`config.mk`:
```
export PLATFORM = sky130hd
export DESIGN_NAME = clock_divider_rtl
export DESIGN_NICKNAME = d
export VERILOG_FILES = /design/src/rtl/clock_divider_pkg.sv /design/src/rtl/clock_divider_negedge_stage.sv /design/src/rtl/clock_divider_rtl.sv
export SDC_FILE = /design/constraint.sdc
export NUM_CORES = 1
export LEC_CHECK = 0
export BUFFER_PORTS_ARGS = -buffer_cell sky130_fd_sc_hd__buf_4
export CAP_MARGIN = 30
export CORE_ASPECT_RATIO = 1.2
export CORE_MARGIN = 3
export CORE_UTILIZATION = 30
export DETAILED_ROUTE_END_ITERATION = 10
export REMOVE_ABC_BUFFERS = 1
export SLEW_MARGIN = 20
export SYNTH_ARGS = -nofsm -noshare
export SYNTH_HDL_FRONTEND = slang
export SYNTH_SLANG_ARGS = --single-unit
```
`constraint.sdc`:
```
create_clock -name clock_in -period 3.6 [get_ports clock_in]
set_input_delay 0.18 -clock clock_in [delete_from_list [all_inputs] [get_ports clock_in]]
set_output_delay 0.18 -clock clock_in [all_outputs]
set_load 0.01 [all_outputs]
```
`src/rtl/clock_divider_pkg.sv`:
```
// Shared types and helpers for the integer clock divider.
package clock_divider_pkg;

    localparam int CNT_W = 28;

    typedef logic [CNT_W-1:0] div_cnt_t;

    // Length of the low phase: the divided clock is high once cnt reaches this value.
    function automatic div_cnt_t div_half(div_cnt_t d);
        return d >> 1;
    endfunction

endpackage

```
`src/rtl/clock_divider_negedge_stage.sv`:
```
// Half-cycle stage for odd divisors: re-times the posedge clock onto the falling
// edge and ANDs both copies, so the rise slips by half a period and the fall stays put.
module clock_divider_negedge_stage (
    input  logic clock_in,
    input  logic rst,
    input  logic enable,
    input  logic q_pos,
    output logic clock_out
);

    logic q_neg;

    always_ff @(negedge clock_in or posedge rst) begin
        if (rst) begin
            q_neg <= 1'b0;
        end else if (enable) begin
            q_neg <= q_pos;
        end
    end

    // Both inputs are flops clocked on opposite edges, so the AND cannot glitch.
    assign clock_out = q_pos & q_neg;

endmodule

```
`src/rtl/clock_divider_rtl.sv`:
```
// Integer clock divider with a rising-edge tick and a debug phase counter.
// Define CLOCK_DIVIDER_ODD_DUTY_EN to get 50 % duty for odd divisors.
module clock_divider_rtl
    import clock_divider_pkg::*;
#(
    parameter div_cnt_t DIVISOR = 28'd2
) (
    input  logic           clock_in,
    input  logic           rst,
    input  logic           enable,
    output logic           clock_out,
    output logic           tick,
    output logic [CNT_W-1:0] count
);

    localparam div_cnt_t HALF = div_half(DIVISOR);
    localparam div_cnt_t TERM = DIVISOR - div_cnt_t'(1);

    if (DIVISOR < div_cnt_t'(2)) begin : g_bad_divisor
        $error("clock_divider_rtl: DIVISOR must be at least 2");
    end

    div_cnt_t cnt;
    div_cnt_t cnt_next;
    logic     q_pos;

    always_comb begin
        cnt_next = cnt;
        if (enable) begin
            cnt_next = (cnt == TERM) ? '0 : cnt + div_cnt_t'(1);
        end
    end

    // Output and tick come from cnt_next so both are plain flop outputs.
    always_ff @(posedge clock_in or posedge rst) begin
        if (rst) begin
            cnt   <= '0;
            q_pos <= 1'b0;
            tick  <= 1'b0;
        end else begin
            cnt   <= cnt_next;
            q_pos <= (cnt_next >= HALF);
            tick  <= enable & (cnt_next == HALF);
        end
    end

    assign count = cnt;

`ifdef CLOCK_DIVIDER_ODD_DUTY_EN
    if (DIVISOR[0]) begin : g_odd_duty
        clock_divider_negedge_stage u_negedge_stage (
            .clock_in  (clock_in),
            .rst       (rst),
            .enable    (enable),
            .q_pos     (q_pos),
            .clock_out (clock_out)
        );
    end else begin : g_even_duty
        assign clock_out = q_pos;
    end
`else
    assign clock_out = q_pos;
`endif

endmodule

```
==> results of run 1 <==
final cells by class:
class / instances / area share [%]
Clock buffer: 7 / 3.87
Clock inverter: 1 / 0.224
Inverter: 5 / 0.842
Multi-Input combinational cell: 151 / 45.0
Sequential cell: 30 / 33.7
Tap cell: 80 / 4.49
Timing Repair Buffer: 35 / 11.9
through the flow:
step / area [sq um] / power (mW) / instances
3_5_place_dp: 2130 / 0.603 / 300
4_1_cts: 2230 / 0.890 / 309
6_report: 2230 / 0.873 / 309
3_3_place_gp: 2130 / 0.598 / 300
2_1_floorplan: 1770 / 0.525 / 186
5_1_grt: 2230 / 0.922 / 309
placed cells by master, fill, tap and decap left out, types with 3 or more instances in the layout:
master,instances
and2_1,5
and3_1,5
buf_4,34
clkbuf_8,6
dfrtp_1,30
inv_1,5
nand2_1,16
nand3_1,10
nand4_1,12
nor2_1,15
nor3_1,7
nor4_1,13
o21ai_0,3
o22ai_1,4
or2_2,4
xnor2_1,14
xor2_1,9
what timing repair did:
| action | CTS | global route |
|---|---|---|
| buffers inserted | 0 | 0 |
| hold buffers | 1 | 0 |
| resized for setup | 0 | 0 |
| endpoints found under the hold margin | 30 | 0 |
flip-flops by register name, summed over array words and instances, names as in the netlist:
signal and count:
count 28, clock_out 1, tick 1
critical path: stages, from the launching register on:
cell and delay [ps]:
dfrtp_1 560, nand3_2 250, or4_4 610, nor3_1 210, xor2_1 120, or4_1 530
nor3_2 200, o21ai_0 100
per-layer routing:
layer | GRT usage [%] | vias to the layer above | routed length [um]
met3 | 3.97 | 9 | 283
met2 | 21.8 | 44 | 2180
met5 | 0 | - | 0
met1 | 18.4 | 778 | 2120
met4 | 5.79 | 0 | 89
li1 | - | 781 | -
how the worst max path moves through the flow:
stage,endpoint
2_1_floorplan,clock_out$_DFF_PP0_
4_1_cts,clock_out$_DFF_PP0_
3_5_place_dp,clock_out$_DFF_PP0_
5_1_grt,clock_out$_DFF_PP0_
6_report,clock_out$_DFF_PP0_
3_3_place_gp,clock_out$_DFF_PP0_
cell families (layout without fill, tap and decap cells):
| family | Yosys count | in the layout |
|---|---|---|
| buffers and inverters | 16 | 48 |
| adders and majority gates | 2 | 2 |
| AOI/OAI and AO/OA | 20 | 20 |
| muxes | 3 | 3 |
| xor gates and xnor gates | 23 | 23 |
| and+or+nand+nor | 103 | 103 |
| DFF | 30 | 30 |
report_power, final:
group | switching [mW] | leakage (nW) | internal [mW]
logic | 0.0814 | 0.558 | 0.0853
clock network | 0.124 | 0.0482 | 0.154
registers | 0.0675 | 0.394 | 0.362
==> results.py, run 1 <==
metrics = {
    "final_layout": {
        "utilization_pct": 38.6,
        "drive_gt1_share_pct": 23.1,
        "nFillCells": 620,
        "antenna_cells": 0,
        "area_growth_pct": 22.2,
        "multi_input_area_sq_mm": 0.00100,
        "register_area_sq_um": 751,
        "nets": 233,
    },
    "critical_path": {
        "r2r_cells": 7,
        "critical_path_required_ps": 3760,
        "worstReg2RegStart": "count[7]$_DFF_PP0_",
        "arrival_ps": 2860,
        "rrSetupSlack_ps": 900,
        "timing_worst_setup_path_type": "register to register",
        "startpoint": "count[7]$_DFF_PP0_",
        "end_kind": "register",
        "regToRegEndpoint": "clock_out$_DFF_PP0_",
        "crit_path_max_fanout": 11,
        "startpoint_type": "register",
    },
    "power_and_ir_drop": {
        "peakVddDrop_mv": 0.243,
        "powerDensity_mw_per_mm2": 392,
        "power_leakage_nw": 1.00,
    },
    "floorplan": {
        "row_count": 30,
        "ioPinCount": 33,
        "die_height_um": 91.4,
        "die_area_sq_mm": 0.00706,
        "core_sq_mm": 0.00578,
        "die_x_um": 77.2,
        "initial_utilization_pct": 31.6,
    },
    "global_routing": {
        "grt_usage_pct": 14.1,
        "grt_overflow_total": 0,
        "grt_pass1_vias": 1539,
        "antenna_found_initial": 0,
        "grt_max_degree": 31,
        "grt_pass1_wl_um": 7870,
    },
    "synth": {
        "postSynthCellCount": 197,
        "yosysSeqAreaShare_pct": 41.2,
        "synthMuxAreaShare_pct": 1.71,
        "avgSynthCellArea_sq_um": 9.26,
        "synth_top_family_by_area": "simple AND/OR/NAND/NOR gates",
        "synth_common_cells": "dfrtp_1 (30), nand2_1 (16), nor2_1 (15)",
        "netlist_area_sq_mm": 0.00182,
        "yosysUniqueCellTypes": 43,
        "synth.most_common_cell": "dfrtp_1",
        "yosysTopAreaCellShare_pct": 41.2,
        "synth_area_leaders": "dfrtp_1 (41%), xnor2_1 (6.7%), nor4_1 (4.5%)",
        "synthArstFlopShare_pct": 100,
        "yosysTopAreaCell": "dfrtp_1",
        "synthXorXnorAreaFrac_pct": 11.0,
        "yosys_warnings": 0,
        "synth-simple-area-share_pct": 33.5,
        "synth_edf_count": 0,
        "synthAdderAreaFrac_pct": 1.37,
        "synth_ff_type": "dfrtp_1",
        "ys_seq_elements": 30,
        "synth_compound_area_share_pct": 7.41,
    },
    "timing": {
        "fin_crit_ps": 2700,
        "slew_violations": 0,
        "tns_ps": 0,
        "max_freq_ghz": 0.371,
        "worst_slack_ps": 902,
        "fin_skew_ps": 2.96,
        "worst_pin_slew_ps": 607,
        "rsz0062_at_grt": "no",
        "whs_ps": 204,
        "finalSetupViolCount": 0,
        "hold_viol": 0,
        "max_slew_margin_pct": 59.1,
        "min_period_over_period_pct": 74.9,
    },
    "detailed_routing": {
        "route.vias.total": 1612,
        "drtIter0Drc": 86,
        "antenna_left": 0,
        "drc": 0,
        "wl_per_cell_um": 15.1,
        "dr.pass1.iters": 4,
        "viasPerCell": 5.22,
        "finalWirelength_um": 4670,
    },
    "hold_path": {
        "whs_endpoint": "count[0]$_DFF_PP0_",
        "hold_class": "primary input to register",
        "min_from": "enable",
        "whs_path_depth": 2,
    },
    "placement": {
        "hpwl_um": 3520,
        "gpl.final_weighted_congestion": 0.844,
        "pre_cts_ws_ps": 908,
        "portBuffers": 32,
    },
    "cts": {
        "cts_tree": "done",
        "numClockSinks": 30,
        "cts_buffer_depth": 2,
        "cts_buffers": 5,
        "h-tree-depth": 2,
        "clk_pin_slew_ps": 60,
        "clock-root-buffer": "clkbuf_8",
        "clk_latency_ps": 280,
    },
    "job": {
        "cap_viol_max_count": 0,
    },
    "status": {
        "status": "completed",
    },
}
Note: power is estimated with default switching activity, not from simulation.
==> inputs of run 2 (changes only) <==
clock period = 2.45 ns   (was 3.6 ns; I/O delays follow)
==> run 2 against run 1 <==
- design area grew 19%
- critical endpoint unchanged
- combinational power increased by 140%
- global-route usage is 1.8 points higher
- maximum frequency rose by 15%
- setup slack worse by 800 ps
- first-iteration DRC count grew 15%
==> results.py, run 2 (same netlist as run 1, synthesis figures left out) <==
metrics = {
    "detailed_routing": {
        "viasPerCell": 5.13,
        "drtIter0Drc": 99,
        "drc": 0,
        "finalWirelength_um": 5350,
        "dr.pass1.iters": 4,
        "wl_per_cell_um": 15.3,
        "antenna_left": 0,
        "route.vias.total": 1799,
    },
    "cts": {
        "clk_pin_slew_ps": 70,
        "clock-root-buffer": "clkbuf_8",
        "cts_buffers": 5,
        "cts_buffer_depth": 2,
        "cts_tree": "done",
        "numClockSinks": 30,
        "h-tree-depth": 2,
        "clk_latency_ps": 290,
    },
    "final_layout": {
        "nets": 275,
        "antenna_cells": 0,
        "multi_input_area_sq_mm": 0.00110,
        "area_growth_pct": 46.0,
        "largest_reg_flops": 28,
        "register_area_sq_um": 754,
        "final_cell_mix": "buf_4 (75), dfrtp_1 (27), nand2_1 (16), nor2_1 (14), xnor2_1 (14)",
        "nFillCells": 583,
        "stdcell_count": 351,
        "post-route-cell-area_sq_mm": 0.00266,
        "final_common_cell": "buf_4",
        "drive_gt1_share_pct": 42.4,
        "utilization_pct": 46.1,
    },
    "global_routing": {
        "grt_pass1_vias": 1768,
        "grt_max_degree": 31,
        "grt_usage_pct": 15.9,
        "grt_overflow_total": 0,
        "antenna_found_initial": 0,
        "grt_pass1_wl_um": 8810,
    },
    "job": {
        "cap_viol_max_count": 0,
    },
    "timing": {
        "fin_crit_ps": 2350,
        "min_period_over_period_pct": 95.8,
        "finalSetupViolCount": 0,
        "whs_ps": 156,
        "worst_pin_slew_ps": 414,
        "worst_slack_ps": 103,
        "fin_skew_ps": 3.39,
        "slew_violations": 0,
        "hold_viol": 0,
        "max_freq_ghz": 0.426,
        "max_slew_margin_pct": 72.1,
    },
    "critical_path": {
        "end_kind": "register",
        "arrival_ps": 2520,
        "startpoint_type": "register",
        "critical_path_required_ps": 2620,
        "crit_path_max_fanout": 4,
        "timing_worst_setup_path_type": "register to register",
    },
    "floorplan": {
        "initial_utilization_pct": 31.6,
        "core_sq_mm": 0.00578,
        "die_area_sq_mm": 0.00706,
        "die_x_um": 77.2,
        "ioPinCount": 33,
        "die_height_um": 91.4,
        "row_count": 30,
    },
    "placement": {
        "hpwl_um": 4050,
        "place_area_sq_mm": 0.00241,
        "portBuffers": 32,
        "pre_cts_ws_ps": -87.4,
        "gpl.final_weighted_congestion": 0.866,
        "placedCellCount": 337,
    },
    "power_and_ir_drop": {
        "p_clk_share_pct": 33.3,
        "p_sw_mw": 0.439,
        "power_leakage_nw": 1.25,
        "p_seq_share_pct": 39.1,
        "peakVddDrop_mv": 0.454,
        "switching_share_pct": 29.7,
        "powerDensity_mw_per_mm2": 556,
        "internal-power_mw": 1.04,
        "pwr-share-comb_pct": 27.6,
    },
    "status": {
        "status": "completed",
    },
    "hold_path": {
        "hold_class": "primary input to register",
    },
}
run 2: cell count changes in the layout (fill, tap and decap cells not counted), sizes merged:
cell	change
buf	+42
clkinv	+1
bufinv	+1
clkbuf	-2
run 2: cell type report:
type	count	share of cell area, %
inverters	5	0.705
multi-input cells	151	41.2
well taps	80	3.76
clock inverters	3	1.50
repair buffers	77	21.9
flip-flops and latches	30	28.3
clock buffers	5	2.58
run 2: routing by layer:
layer  up-vias  share of wire, %  global-route usage (%)
met3        10               4.7                    4.27
met5         -                 0                       0
met1       877                44                    19.8
met2        46                49                    26.2
met4         0               1.9                    6.08
li1        866                 -                       -
run 2: final timing paths:
| kind | start | endpoint | slack, ps | depth (start not counted) |
|---|---|---|---|---|
| min in group asynchronous | rst | count[23]$_DFF_PP0_ | 470 | 4 |
| worst max-delay path | count[0]$_DFF_PP0_ | clock_out$_DFF_PP0_ | 100 | 8 |
| max in group asynchronous | rst | count[6]$_DFF_PP0_ | 1670 | 4 |
| worst min-delay path | enable | count[0]$_DFF_PP0_ | 160 | 2 |
| worst max register to register | count[0]$_DFF_PP0_ | clock_out$_DFF_PP0_ | 100 | 8 |
| worst min register to register | count[22]$_DFF_PP0_ | count[22]$_DFF_PP0_ | 560 | 1 |
run 2: stage by stage:
stage          setup TNS [ps]  power [mW]
6_report                    0        1.48
2_1_floorplan            -438       0.772
5_1_grt                 -4.54        1.57
4_1_cts                     0        1.46
3_3_place_gp            -61.6       0.951
3_5_place_dp            -87.4       0.955
run 2: timing repair:
| action | CTS | global route |
|---|---|---|
| hold buffers | 1 | 0 |
| resized for setup | 4 | 20 |
| setup endpoints to repair | 2 | 2 |
| endpoints found under the hold margin | 30 | 0 |
| buffers inserted | 0 | 5 |
| pin swaps | 0 | 4 |
run 2: critical path, stage by stage, from the launching register on:
cell,delay (ps)
dfrtp_2,410
buf_4,130
and4_4,220
and3_4,190
mux2_2,330
a2bb2oi_1,140
or4_4,540
nor3_4,190
o21ai_1,80
run 2: power by group through the flow:
stage               Combinational, mW  Sequential (mW)  Clock (mW)
global route                    0.450            0.583       0.535
CTS                             0.367            0.582       0.509
detailed placement              0.364            0.591           0
floorplan                       0.134            0.638           0
global placement                0.363            0.589           0
finish                          0.409            0.580       0.493
==> inputs of run 3 (changes only) <==
RECOVER_POWER = 25   (was default)
==> run 3 against run 2 <==
- final cell count did not move
- total power is essentially flat
- core utilization unchanged
- critical path depth did not move
- combinational power hardly changed
- flip-flop and latch count unchanged
- design area unchanged
- clock power about the same
- via count is 0.17% higher
- count of clock-buffer cells in the layout unchanged
- die area unchanged
- sequential power about the same
==> results.py, run 3 (same netlist as run 1, synthesis figures left out) <==
metrics = {
    "final_layout": {
        "drive_gt1_share_pct": 42.4,
        "utilization_pct": 46.1,
        "final_common_cell": "buf_4",
        "stdcell_count": 351,
        "post-route-cell-area_sq_mm": 0.00266,
        "nets": 275,
        "antenna_cells": 0,
        "largest_reg_flops": 28,
        "final_cell_mix": "buf_4 (74), dfrtp_1 (27), nand2_1 (16), nor2_1 (14), xnor2_1 (14)",
        "area_growth_pct": 46.0,
    },
    "timing": {
        "max_freq_ghz": 0.426,
        "max_slew_margin_pct": 72.0,
        "finalSetupViolCount": 0,
        "worst_pin_slew_ps": 416,
        "worst_slack_ps": 103,
        "whs_ps": 155,
        "min_period_over_period_pct": 95.8,
        "hold_viol": 0,
        "fin_skew_ps": 3.39,
        "tns_ps": 0,
        "fin_crit_ps": 2350,
        "slew_violations": 0,
    },
    "cts": {
        "clock-root-buffer": "clkbuf_8",
        "numClockSinks": 30,
        "cts_buffer_depth": 2,
        "clk_latency_ps": 290,
        "clk_pin_slew_ps": 70,
        "h-tree-depth": 2,
        "cts_buffers": 5,
        "cts_tree": "done",
    },
    "job": {
        "cap_viol_max_count": 0,
    },
    "detailed_routing": {
        "wl_per_cell_um": 15.3,
        "route.vias.total": 1802,
        "finalWirelength_um": 5360,
        "dr.pass1.iters": 4,
        "drtIter0Drc": 101,
        "drc": 0,
        "antenna_left": 0,
        "viasPerCell": 5.13,
    },
    "floorplan": {
        "core_sq_mm": 0.00578,
        "die_height_um": 91.4,
        "die_x_um": 77.2,
        "ioPinCount": 33,
        "row_count": 30,
        "initial_utilization_pct": 31.6,
        "die_area_sq_mm": 0.00706,
    },
    "placement": {
        "portBuffers": 32,
        "placedCellCount": 337,
        "pre_cts_ws_ps": -87.4,
        "hpwl_um": 4050,
        "gpl.final_weighted_congestion": 0.866,
        "place_area_sq_mm": 0.00241,
    },
    "power_and_ir_drop": {
        "p_seq_share_pct": 39.1,
        "powerDensity_mw_per_mm2": 556,
        "peakVddDrop_mv": 0.454,
        "switching_share_pct": 29.7,
        "pwr-share-comb_pct": 27.6,
        "internal-power_mw": 1.04,
        "p_clk_share_pct": 33.3,
        "power_leakage_nw": 1.25,
        "p_sw_mw": 0.440,
        "fin_total_pwr_mw": 1.48,
    },
    "global_routing": {
        "grt_max_degree": 31,
        "grt_pass1_wl_um": 8810,
        "antenna_found_initial": 0,
        "grt_pass1_vias": 1768,
        "grt_overflow_total": 0,
        "grt_usage_pct": 15.9,
    },
    "critical_path": {
        "crit_path_max_fanout": 4,
        "crit_path_max_incr_delay_ps": 540,
        "timing_worst_setup_path_type": "register to register",
        "arrival_ps": 2520,
        "startpoint_type": "register",
        "critical_path_required_ps": 2620,
        "cp_cell_sequence": "buf_4 -> and4_4 -> and3_4 -> mux2_2 -> a2bb2oi_1 -> or4_4 -> nor3_4 -> o21ai_1",
        "end_kind": "register",
        "critPathSlowestCell": "or4_4",
    },
    "hold_path": {
        "hold_class": "primary input to register",
    },
    "status": {
        "status": "completed",
    },
}
run 3: cell types whose count changed in the layout (fill, tap and decap cells not counted), sizes merged:
| cell | change |
|---|---|
| buf | -1 |
| clkbuf | +1 |
run 3: final timing paths:
check / start / to / slack, ps / cells past startpoint
max: count[0]$_DFF_PP0_ / clock_out$_DFF_PP0_ / 100 / 8
min reg2reg: count[22]$_DFF_PP0_ / count[22]$_DFF_PP0_ / 560 / 1
min in group asynchronous: rst / count[23]$_DFF_PP0_ / 470 / 4
max in group asynchronous: rst / count[6]$_DFF_PP0_ / 1670 / 4
min: enable / count[0]$_DFF_PP0_ / 160 / 2
max reg2reg: count[0]$_DFF_PP0_ / clock_out$_DFF_PP0_ / 100 / 8
run 3: worst max-delay path, delay by kind of cell (launching register included):
family                 cells  cell delay (ps)
AOI/OAI and AO/OA          2              220
and+or+nand+nor            4             1140
muxes                      1              330
DFF                        1              410
buffers and inverters      1              130
run 3: power by group through the flow:
stage | logic (mW) | clock network (mW) | registers, mW
CTS | 0.367 | 0.509 | 0.582
detailed placement | 0.364 | 0 | 0.591
finish | 0.409 | 0.493 | 0.580
floorplan | 0.134 | 0 | 0.638
global placement | 0.363 | 0 | 0.589
global route | 0.450 | 0.535 | 0.583
run 3: metal layers:
layer,up-vias,global-route usage [%],share of wire [%]
li1,865,-,-
met1,884,19.8,44
met2,43,26.2,49
met3,10,4.27,4.4
met4,0,6.08,1.9
met5,-,0,0
run 3: cell type report:
class / instances / area, sq um
fillers: 583 / 3120
inverters: 5 / 18.8
multi-input cells: 151 / 1100
well taps: 80 / 100
clock inverters: 3 / 40.0
flip-flops and latches: 30 / 754
clock buffers: 5 / 68.8
repair buffers: 77 / 584
run 3: repair_timing:
| item | in CTS | in global routing |
|---|---|---|
| hold buffers | 1 | 0 |
| pin swaps | 0 | 4 |
| cloned | 0 | 0 |
| endpoints found under the setup margin | 2 | 2 |
| resized for setup | 4 | 20 |
| buffers inserted | 0 | 5 |
| hold endpoints to repair | 30 | 0 |
